<file path="src/rtl/div_pkg.sv">
// Shared definitions for the sequential integer divider: FSM encoding,
// iteration-counter sizing and result field positions inside tdata.
package div_pkg;

    localparam logic [1:0] ST_IDLE = 2'd0;
    localparam logic [1:0] ST_CALC = 2'd1;
    localparam logic [1:0] ST_DONE = 2'd2;

    // Counter must hold DIVIDEND_W-1; never narrower than one bit.
    function automatic int cnt_width(input int dividend_w);
        return (dividend_w > 1) ? $clog2(dividend_w) : 1;
    endfunction

    // Result layout: {quotient, remainder}, remainder in the low bits.
    localparam int REM_LSB = 0;

    function automatic int rem_msb(input int divisor_w);
        return divisor_w - 1;
    endfunction

    function automatic int quot_lsb(input int divisor_w);
        return divisor_w;
    endfunction

    function automatic int quot_msb(input int dividend_w, input int divisor_w);
        return dividend_w + divisor_w - 1;
    endfunction

endpackage

</file>
<file path="src/rtl/div_step.sv">
// One combinational restoring-division iteration: shift in the next dividend
// bit, trial-subtract the divisor, keep the difference when it is non-negative.
module div_step #(
    parameter int DIVISOR_W = 16
) (
    input  logic [DIVISOR_W:0]   rem_in,
    input  logic                 dvd_bit,
    input  logic [DIVISOR_W-1:0] divisor,
    output logic [DIVISOR_W:0]   rem_out,
    output logic                 q_bit
);

    localparam int EW = DIVISOR_W + 2;
    localparam int RW = DIVISOR_W + 1;

    logic [EW-1:0] ext;
    logic [EW-1:0] dvs;

    // Trial subtraction on a widened remainder so no bit is lost in the shift.
    always_comb begin
        ext     = {rem_in, dvd_bit};
        dvs     = EW'(divisor);
        q_bit   = (ext >= dvs);
        rem_out = q_bit ? RW'(ext - dvs) : RW'(ext);
    end

endmodule

</file>
<file path="src/rtl/int_divider_seq.sv">
// Multi-cycle radix-2 restoring divider with AXI-Stream operand and result
// channels. One quotient bit per cycle, optional two's-complement mode.
module int_divider_seq
    import div_pkg::*;
#(
    parameter int DIVIDEND_W = 16,
    parameter int DIVISOR_W  = 16,
    parameter int SIGNED     = 0
) (
    input  logic                            aclk,
    input  logic                            aresetn,
    input  logic                            s_axis_dividend_tvalid,
    output logic                            s_axis_dividend_tready,
    input  logic [DIVIDEND_W-1:0]           s_axis_dividend_tdata,
    input  logic                            s_axis_divisor_tvalid,
    output logic                            s_axis_divisor_tready,
    input  logic [DIVISOR_W-1:0]            s_axis_divisor_tdata,
    output logic                            m_axis_dout_tvalid,
    input  logic                            m_axis_dout_tready,
    output logic [DIVIDEND_W+DIVISOR_W-1:0] m_axis_dout_tdata,
    output logic                            m_axis_dout_tuser
);

    localparam int CW = cnt_width(DIVIDEND_W);

    logic [1:0]                      state_q;
    logic                            rdy_q;
    logic [CW-1:0]                   cnt_q;
    logic                            fin_q;
    logic [DIVIDEND_W-1:0]           dvd_q;     // dividend shifts out, quotient shifts in
    logic [DIVISOR_W-1:0]            dsr_q;
    logic [DIVISOR_W:0]              rem_q;
    logic                            sgn_n_q;
    logic                            sgn_d_q;
    logic                            dz_q;
    logic [DIVISOR_W-1:0]            raw_q;     // raw dividend bits for the divide-by-zero result
    logic [DIVIDEND_W+DIVISOR_W-1:0] tdata_q;
    logic                            tuser_q;

    logic                            accept;
    logic                            dvd_neg;
    logic                            dsr_neg;
    logic [DIVIDEND_W-1:0]           dvd_mag;
    logic [DIVISOR_W-1:0]            dsr_mag;
    logic [DIVISOR_W:0]              rem_nxt;
    logic                            q_bit;
    logic [DIVIDEND_W-1:0]           q_fix;
    logic [DIVISOR_W-1:0]            r_fix;

    assign s_axis_dividend_tready = rdy_q;
    assign s_axis_divisor_tready  = rdy_q;
    assign m_axis_dout_tvalid     = (state_q == ST_DONE);
    assign m_axis_dout_tdata      = tdata_q;
    assign m_axis_dout_tuser      = tuser_q;

    // Joined handshake plus operand magnitudes (negation wraps most-negative onto itself).
    always_comb begin
        accept  = rdy_q && s_axis_dividend_tvalid && s_axis_divisor_tvalid;
        dvd_neg = (SIGNED != 0) && s_axis_dividend_tdata[DIVIDEND_W-1];
        dsr_neg = (SIGNED != 0) && s_axis_divisor_tdata[DIVISOR_W-1];
        dvd_mag = dvd_neg ? (~s_axis_dividend_tdata + DIVIDEND_W'(1)) : s_axis_dividend_tdata;
        dsr_mag = dsr_neg ? (~s_axis_divisor_tdata + DIVISOR_W'(1)) : s_axis_divisor_tdata;
    end

    div_step #(
        .DIVISOR_W (DIVISOR_W)
    ) u_step (
        .rem_in  (rem_q),
        .dvd_bit (dvd_q[DIVIDEND_W-1]),
        .divisor (dsr_q),
        .rem_out (rem_nxt),
        .q_bit   (q_bit)
    );

    // Sign correction of the finished magnitudes; zero divisor overrides everything.
    always_comb begin
        q_fix = (sgn_n_q ^ sgn_d_q) ? (~dvd_q + DIVIDEND_W'(1)) : dvd_q;
        r_fix = sgn_n_q ? (~rem_q[DIVISOR_W-1:0] + DIVISOR_W'(1)) : rem_q[DIVISOR_W-1:0];
        if (dz_q) begin
            q_fix = '1;
            r_fix = raw_q;
        end
    end

    // Control FSM and datapath registers.
    always_ff @(posedge aclk or negedge aresetn) begin
        if (!aresetn) begin
            state_q <= ST_IDLE;
            rdy_q   <= 1'b0;
            cnt_q   <= '0;
            fin_q   <= 1'b0;
            dvd_q   <= '0;
            dsr_q   <= '0;
            rem_q   <= '0;
            sgn_n_q <= 1'b0;
            sgn_d_q <= 1'b0;
            dz_q    <= 1'b0;
            raw_q   <= '0;
            tdata_q <= '0;
            tuser_q <= 1'b0;
        end else begin
            case (state_q)
                ST_IDLE: begin
                    rdy_q <= 1'b1;
                    if (accept) begin
                        rdy_q   <= 1'b0;
                        dvd_q   <= dvd_mag;
                        dsr_q   <= dsr_mag;
                        rem_q   <= '0;
                        cnt_q   <= CW'(DIVIDEND_W - 1);
                        fin_q   <= 1'b0;
                        sgn_n_q <= dvd_neg;
                        sgn_d_q <= dsr_neg;
                        dz_q    <= (s_axis_divisor_tdata == '0);
                        raw_q   <= s_axis_dividend_tdata[DIVISOR_W-1:0];
                        state_q <= ST_CALC;
                    end
                end
                ST_CALC: begin
                    if (!fin_q) begin
                        rem_q <= rem_nxt;
                        dvd_q <= {dvd_q[DIVIDEND_W-2:0], q_bit};
                        if (cnt_q == '0) begin
                            fin_q <= 1'b1;
                        end else begin
                            cnt_q <= cnt_q - CW'(1);
                        end
                    end else begin
                        tdata_q <= {q_fix, r_fix};
                        tuser_q <= dz_q;
                        state_q <= ST_DONE;
                    end
                end
                ST_DONE: begin
                    if (m_axis_dout_tready) begin
                        rdy_q   <= 1'b1;
                        state_q <= ST_IDLE;
                    end
                end
                default: begin
                    state_q <= ST_IDLE;
                end
            endcase
        end
    end

endmodule

</file>
<file path="config.mk">
export PLATFORM = sky130hd
export DESIGN_NAME = int_divider_seq
export DESIGN_NICKNAME = d
export VERILOG_FILES = /design/src/rtl/div_pkg.sv /design/src/rtl/div_step.sv /design/src/rtl/int_divider_seq.sv
export SDC_FILE = /design/constraint.sdc
export NUM_CORES = 1
export LEC_CHECK = 0
export ABC_CLOCK_PERIOD_IN_PS = 2500
export CAP_MARGIN = 20
export CORE_MARGIN = 8
export CORE_UTILIZATION = 35
export DETAILED_ROUTE_END_ITERATION = 10
export GPL_ROUTABILITY_DRIVEN = 0
export PLACE_DENSITY = 0.67
export SETUP_SLACK_MARGIN = 0.3
export SLEW_MARGIN = 0
export SYNTH_ARGS = -nofsm -noshare
export SYNTH_HDL_FRONTEND = slang
export SYNTH_SLANG_ARGS = --single-unit
</file>
<file path="constraint.sdc">
create_clock -name aclk -period 2.5 [get_ports aclk]
set_clock_uncertainty 0.2 [all_clocks]
set_input_delay 0.5 -clock aclk [delete_from_list [all_inputs] [get_ports aclk]]
set_output_delay 0.5 -clock aclk [all_outputs]
set_load 0.05 [all_outputs]
</file>
==> impl_metrics.toml, run 1 <==
[status]
status = "complete, but fails checks"
violations = "setup timing"

[placed_design]
dp_hpwl_um = 10600
dpl_cell_area_sq_um = 6570
io_buffers = 72

[critical_path]
r2r_start = "dvd_q[15]"
path_class = "register to register"
startpoint = "dvd_q[15]"
cp-start-kind = "register"
worstPathMaxFanout = 4
cp.required_ns = 2.59
endpoint_kind = "register"
worstPathArrival_ns = 2.94

[yosys]
synth_fp_nets = 660
synth_top_area_share_pct = 50.0
muxShareOfSynthArea_pct = 4.89
yosysSeqAreaShare_pct = 50.0
synth_cell_type_count = 51
synth_ff_type = "dfrtp_1"
synth_edf_count = 0
synthAdderAreaFrac_pct = 4.35
synthSimpleGateAreaFrac_pct = 19.0
async_flop_share_pct = 100
synth.avg_cell_area_sq_um = 8.85
synth_compound_area_share_pct = 15.6
synth-xor-area-share_pct = 1.96
synth_top_family_by_area = "simple AND/OR/NAND/NOR gates"
synth_top_area_cell = "dfrtp_1"
synth.area.top_cells = "dfrtp_1 50%, nand2_1 11%, o21ai_0 5.6%"
yosys_warnings = 0
syn-cell-area_sq_um = 5350
synthCells = 605
synth-seq-cells = 107

[clock_tree]
worst_skew_pair.late_latency_ns = 0.36
cts_tree = "done"
holdBufCountCts = 0
cts_buffers = 9
htreeDepth = 3
cts_num_sinks = 107
clk_path_buf_depth = 2
clk_transition_reported_paths_ns = 0.07
cts_root_buf = "clkbuf_16"

[cells_and_area]
final_net_count = 761
areaGrowthSynthToFinish_pct = 29.3
final_cell_area_sq_um = 6920
n_antenna_cell = 0
fillerInstances = 1444
final_common_cell = "nand2_1"
drive_gt1_share_pct = 12.0
final_cell_mix = "153 x nand2_1, 107 x dfrtp_1, 60 x o21ai_0"

[global_routing]
grt_pass1_vias = 4781
grt_max_degree = 108
antenna_found_initial = 0
grt_pass1_wl_um = 23700
grt_use_total_pct = 15.0
overflow = 0

[min_path]
worstHoldPathType = "input pin to async pin"

[timing]
final_hold_viol_count = 0
finalSetupViolCount = 18
fmax_mhz = 351
finalWorstSetupSlack_ns = -0.350
timing.final.crit_share_pct = 114
worst_pin_slew_ns = 0.732
final.setup.tns_ns = -3.89
period_needed_ns = 2.85
slew_headroom_pct = 49.9
rsz0062_at_grt = "yes"
final-max-slew-violation-count = 0

[floorplanning]
fp.dieH_um = 140
initial_core_util_pct = 35.5
die_x_um = 140
rows = 45
coreArea_sq_um = 15100
io_pins = 73
die_area_sq_um = 19500

[power]
p_leak_nw = 3.27
p_clk_share_pct = 13.9
intPower_mw = 6.13
power.share.switching_pct = 45.7
power_density_nw_per_um2 = 1630
totalPowerFinal_mw = 11.3
seq_power_share_pct = 27.3
p_comb_share_pct = 58.8
p_sw_mw = 5.15
ir_worst_vdd_v = 0.000602

[routing]
wl_per_cell_um = 15.9
routed_wl_um = 14300
vias = 4697
drc = 0
drtIter0Drc = 369
detail-route-antenna-nets = 0
dr.pass1.iters = 5
viasPerCell = 5.22

[job]
cap_violations = 0
## cell type report
cell class	instances	area, sq um	share of cell area (%)
Clock buffer	10	229	3.31
Clock inverter	6	95.1	1.37
Inverter	24	90.1	1.30
Multi-Input combinational cell	441	2500	36.2
Sequential cell	107	2680	38.7
Tap cell	188	235	3.40
Timing Repair Buffer	123	1090	15.8
## final timing paths
| path | to | slack, ns | depth (start not counted) |
|---|---|---|---|
| hold / removal | raw_q[5] | 0.02 | 2 |
| setup reg to reg | rem_q[16] | -0.35 | 10 |
| hold reg to reg | m_axis_dout_tdata[4] | 0.28 | 2 |
| setup / recovery | rem_q[16] | -0.35 | 10 |
| min in group aclk | m_axis_dout_tdata[4] | 0.28 | 2 |
| max in group asynchronous | m_axis_dout_tdata[29] | 1.67 | 2 |
## logic make-up after synthesis
group,count (synthesis)
muxes,26
buffers and inverters,57
and+or+nand+nor,243
AOI/OAI and AO/OA,142
DFF,107
adders and majority gates,18
xor gates and xnor gates,12
## power by group through the flow
stage | registers, mW | logic (mW) | clock network (mW)
6_report | 3.08 | 6.63 | 1.57
4_1_cts | 3.08 | 6.52 | 1.60
3_5_place_dp | 3.12 | 6.53 | 0
5_1_grt | 3.19 | 7.28 | 1.66
3_3_place_gp | 3.08 | 6.32 | 0
2_1_floorplan | 3.82 | 3.61 | 0
## sequential cells by signal (all words and copies together), names as in the netlist, 2 cells and up
name	count
state_q	2
m_axis_dout_tdata	32
cnt_q	4
dsr_q	16
raw_q	16
rem_q	17
dvd_q	16
## cells in the mapped netlist (2+ instances only)
library cell	number
nand2_1	154
dfrtp_1	107
o21ai_0	60
nor2_1	42
clkbuf_1	28
mux2i_1	25
inv_1	23
a21oi_1	19
a31oi_1	19
ha_1	17
o21ai_1	15
nand3_1	14
xor2_1	7
nand2b_1	6
nand4_1	5
nor4_1	5
xnor2_1	5
a21o_1	4
a32oi_1	4
nor2b_1	4
o311ai_1	3
or3_1	3
a211oi_1	2
a22oi_1	2
buf_1	2
buf_4	2
nor3_1	2
o211ai_1	2
o21a_1	2
## routing by layer
metal / routed length [um] / global-route usage, % / up-vias / share of wire [%]
met5: 0 / 0 / - / 0
met4: 466 / 8.69 / 0 / 3.3
met3: 777 / 3.11 / 27 / 5.4
met2: 6610 / 24.0 / 143 / 46
met1: 6430 / 18.6 / 2265 / 45
li1: - / - / 2262 / -
## worst max-delay path: stages, from the launching register on
cell,delay [ns]
dfrtp_1,0.35
inv_1,0.05
ha_2,0.19
fa_2,0.35
and2b_2,0.26
o31ai_4,0.08
a21o_1,0.18
a2111o_1,0.39
and3_4,0.19
or4_4,0.47
nand2_1,0.07
## through the flow
step                      hold slack [ns]  instances  worst slack, ns  util, %
after floorplan                   0.00441        605           -0.192        -
after global placement              0.261        879           -0.220     43.5
after detailed placement            0.264        879           -0.299     43.5
after CTS                          0.0356        898           -0.307     45.7
after global routing               0.0627        899           -0.438     45.9
final                              0.0185        899           -0.350     45.9
## what timing repair did
item                                   4_1_cts  5_1_grt
buffers inserted                             3        1
gates resized for setup                     41        4
endpoints found under the hold margin        0        0
setup endpoints to repair                   53       18
pin swaps                                   10        7
(Power assumes the default switching activity.)
==> run 2, diff against run 1 <==
--- a/config.mk
+++ b/config.mk
@@ -7,11 +7,14 @@
 export LEC_CHECK = 0
 export ABC_CLOCK_PERIOD_IN_PS = 2500
 export CAP_MARGIN = 20
+export CELL_PAD_IN_SITES_DETAIL_PLACEMENT = 2
+export CELL_PAD_IN_SITES_GLOBAL_PLACEMENT = 2
 export CORE_MARGIN = 8
 export CORE_UTILIZATION = 35
 export DETAILED_ROUTE_END_ITERATION = 10
+export DONT_BUFFER_PORTS = 1
 export GPL_ROUTABILITY_DRIVEN = 0
-export PLACE_DENSITY = 0.67
+export PLACE_DENSITY = 0.86
 export SETUP_SLACK_MARGIN = 0.3
 export SLEW_MARGIN = 0
 export SYNTH_ARGS = -nofsm -noshare
==> run 2 against run 1 <==
  * The flow finishes with violations (hold timing, setup timing)
  * Critical path depth unchanged
  * Fmax decreased by 3.3%
  * Register-to-register slack got worse by 0.099 ns
  * Wire length increased by 37%
  * Sequential cell count unchanged
  * Die area unchanged
  * Sequential share of layout area increased by 3.9 points
  * Via count decreased by 0.19%
  * Core utilization decreased by 4.2 points
  * Critical path type unchanged
==> impl_metrics.toml, run 2 (synthesis results as in run 1) <==
[timing]
final.setup.tns_ns = -6.78
rsz0062_at_grt = "yes"
fmax_mhz = 339
finalWorstSetupSlack_ns = -0.449
final_hold_viol_count = 107
hold_ws_ns = -0.373
worst_pin_slew_ns = 1.03
timing.final.crit_share_pct = 118
period_needed_ns = 2.95
finalSetupViolCount = 18
slew_headroom_pct = 29.8
final-max-slew-violation-count = 0

[min_path]
worstHoldPathType = "input pin to async pin"

[routing]
detail-route-antenna-nets = 0
drtIter0Drc = 205
vias = 4688
drc = 0
routed_wl_um = 19600
dr.pass1.iters = 4
viasPerCell = 5.64
wl_per_cell_um = 23.6

[status]
violations = "hold timing, setup timing"
status = "complete, but fails checks"

[critical_path]
cp-start-kind = "register"
path_delay_family = "simple AND/OR/NAND/NOR gates"
worstPathArrival_ns = 3.04
worstPathMaxFanout = 5
endpoint_kind = "register"
crit_buf_inv = 1
path_cells = "ha_4, fa_2, and2b_2, o31ai_4, a21o_1, a2111o_1, and3_4, buf_6, or3_1, nand3_1"
max_stage_delay_ns = 0.43
cp.required_ns = 2.60
path_class = "register to register"
cp_slowest_cell = "a2111o_1"

[clock_tree]
cts_num_sinks = 107
cts_buffers = 9
clk_transition_reported_paths_ns = 0.08
worst_skew_pair.late_latency_ns = 0.37
htreeDepth = 3
cts_tree = "done"
cts_root_buf = "clkbuf_16"
clk_path_buf_depth = 2

[placed_design]
dpl_worst_slack_ns = -0.326
io_buffers = 0
dp_hpwl_um = 13300

[cells_and_area]
final_common_cell = "nand2_1"
n_antenna_cell = 0
drive_gt1_share_pct = 14.0
final_cell_mix = "153 x nand2_1, 107 x dfrtp_1, 60 x o21ai_0"
areaGrowthSynthToFinish_pct = 17.5
final_net_count = 693
largest_register_ffs = 32

[floorplanning]
die_x_um = 140
coreArea_sq_um = 15100
rows = 45
die_area_sq_um = 19500
fp.dieH_um = 140
io_pins = 73
initial_core_util_pct = 35.5

[global_routing]
grt_use_met2_pct = 36.0
overflow = 0
met1_usage_pct = 23.4
grt_max_degree = 108
grt_use_total_pct = 20.6
grt_pass1_wl_um = 31500
grt_pass1_vias = 5314
gr-usage-met3_pct = 4.62
antenna_found_initial = 0
busiest_layer = "met2"

[job]
cap_violations = 0
-- run 2: final timing paths --
check | start | to | slack [ns] | cells after the start
max | dsr_q[0] | rem_q[1] | -0.45 | 10
min | aresetn | rem_q[15] | -0.37 | 0
max reg2reg | dsr_q[0] | rem_q[1] | -0.45 | 10
min reg2reg | raw_q[13] | raw_q[13] | 0.30 | 2
max in group asynchronous | aresetn | raw_q[13] | 2.31 | 0
min in group aclk | s_axis_dividend_tdata[13] | raw_q[13] | 0.05 | 2
-- run 2: repair_timing --
action                     4_1_cts  5_1_grt
buffers inserted                 3        3
setup endpoints to repair       18       18
hold endpoints to repair       107      107
resized for setup                6        9
pin swaps                        2        1
-- run 2: area by class of cell --
| class | count | area [sq um] |
|---|---|---|
| multi-input combinational | 441 | 2530 |
| clock inverter | 6 | 73.8 |
| inverter | 24 | 90.1 |
| clock buffer | 10 | 229 |
| sequential | 107 | 2680 |
| fill | 1635 | 8800 |
| timing repair buffer | 55 | 449 |
| tap | 188 | 235 |
-- run 2: worst register-to-register path, stage by stage (launching register included) --
cell	delay (ns)
dfrtp_1	0.42
ha_4	0.18
fa_2	0.37
and2b_2	0.27
o31ai_4	0.07
a21o_1	0.20
a2111o_1	0.43
and3_4	0.20
buf_6	0.14
or3_1	0.31
nand3_1	0.09
-- run 2: per-stage QoR --
stage	util, %	cell area [sq um]	std cells
5_1_grt	41.7	6290	831
6_report	41.7	6290	831
2_1_floorplan	-	5370	605
3_3_place_gp	38.9	5860	809
4_1_cts	41.2	6220	828
3_5_place_dp	38.9	5860	809
-- run 2: routing by layer --
metal / part of all wire [%] / wire length [um]
met5: 0 / 0
met4: 3.2 / 636
met3: 4.8 / 934
met2: 51 / 10100
met1: 41 / 7980
Power of run 2 is not shown: default switching activity piles up to over one toggle a cycle in this logic, so the estimate is an artifact.
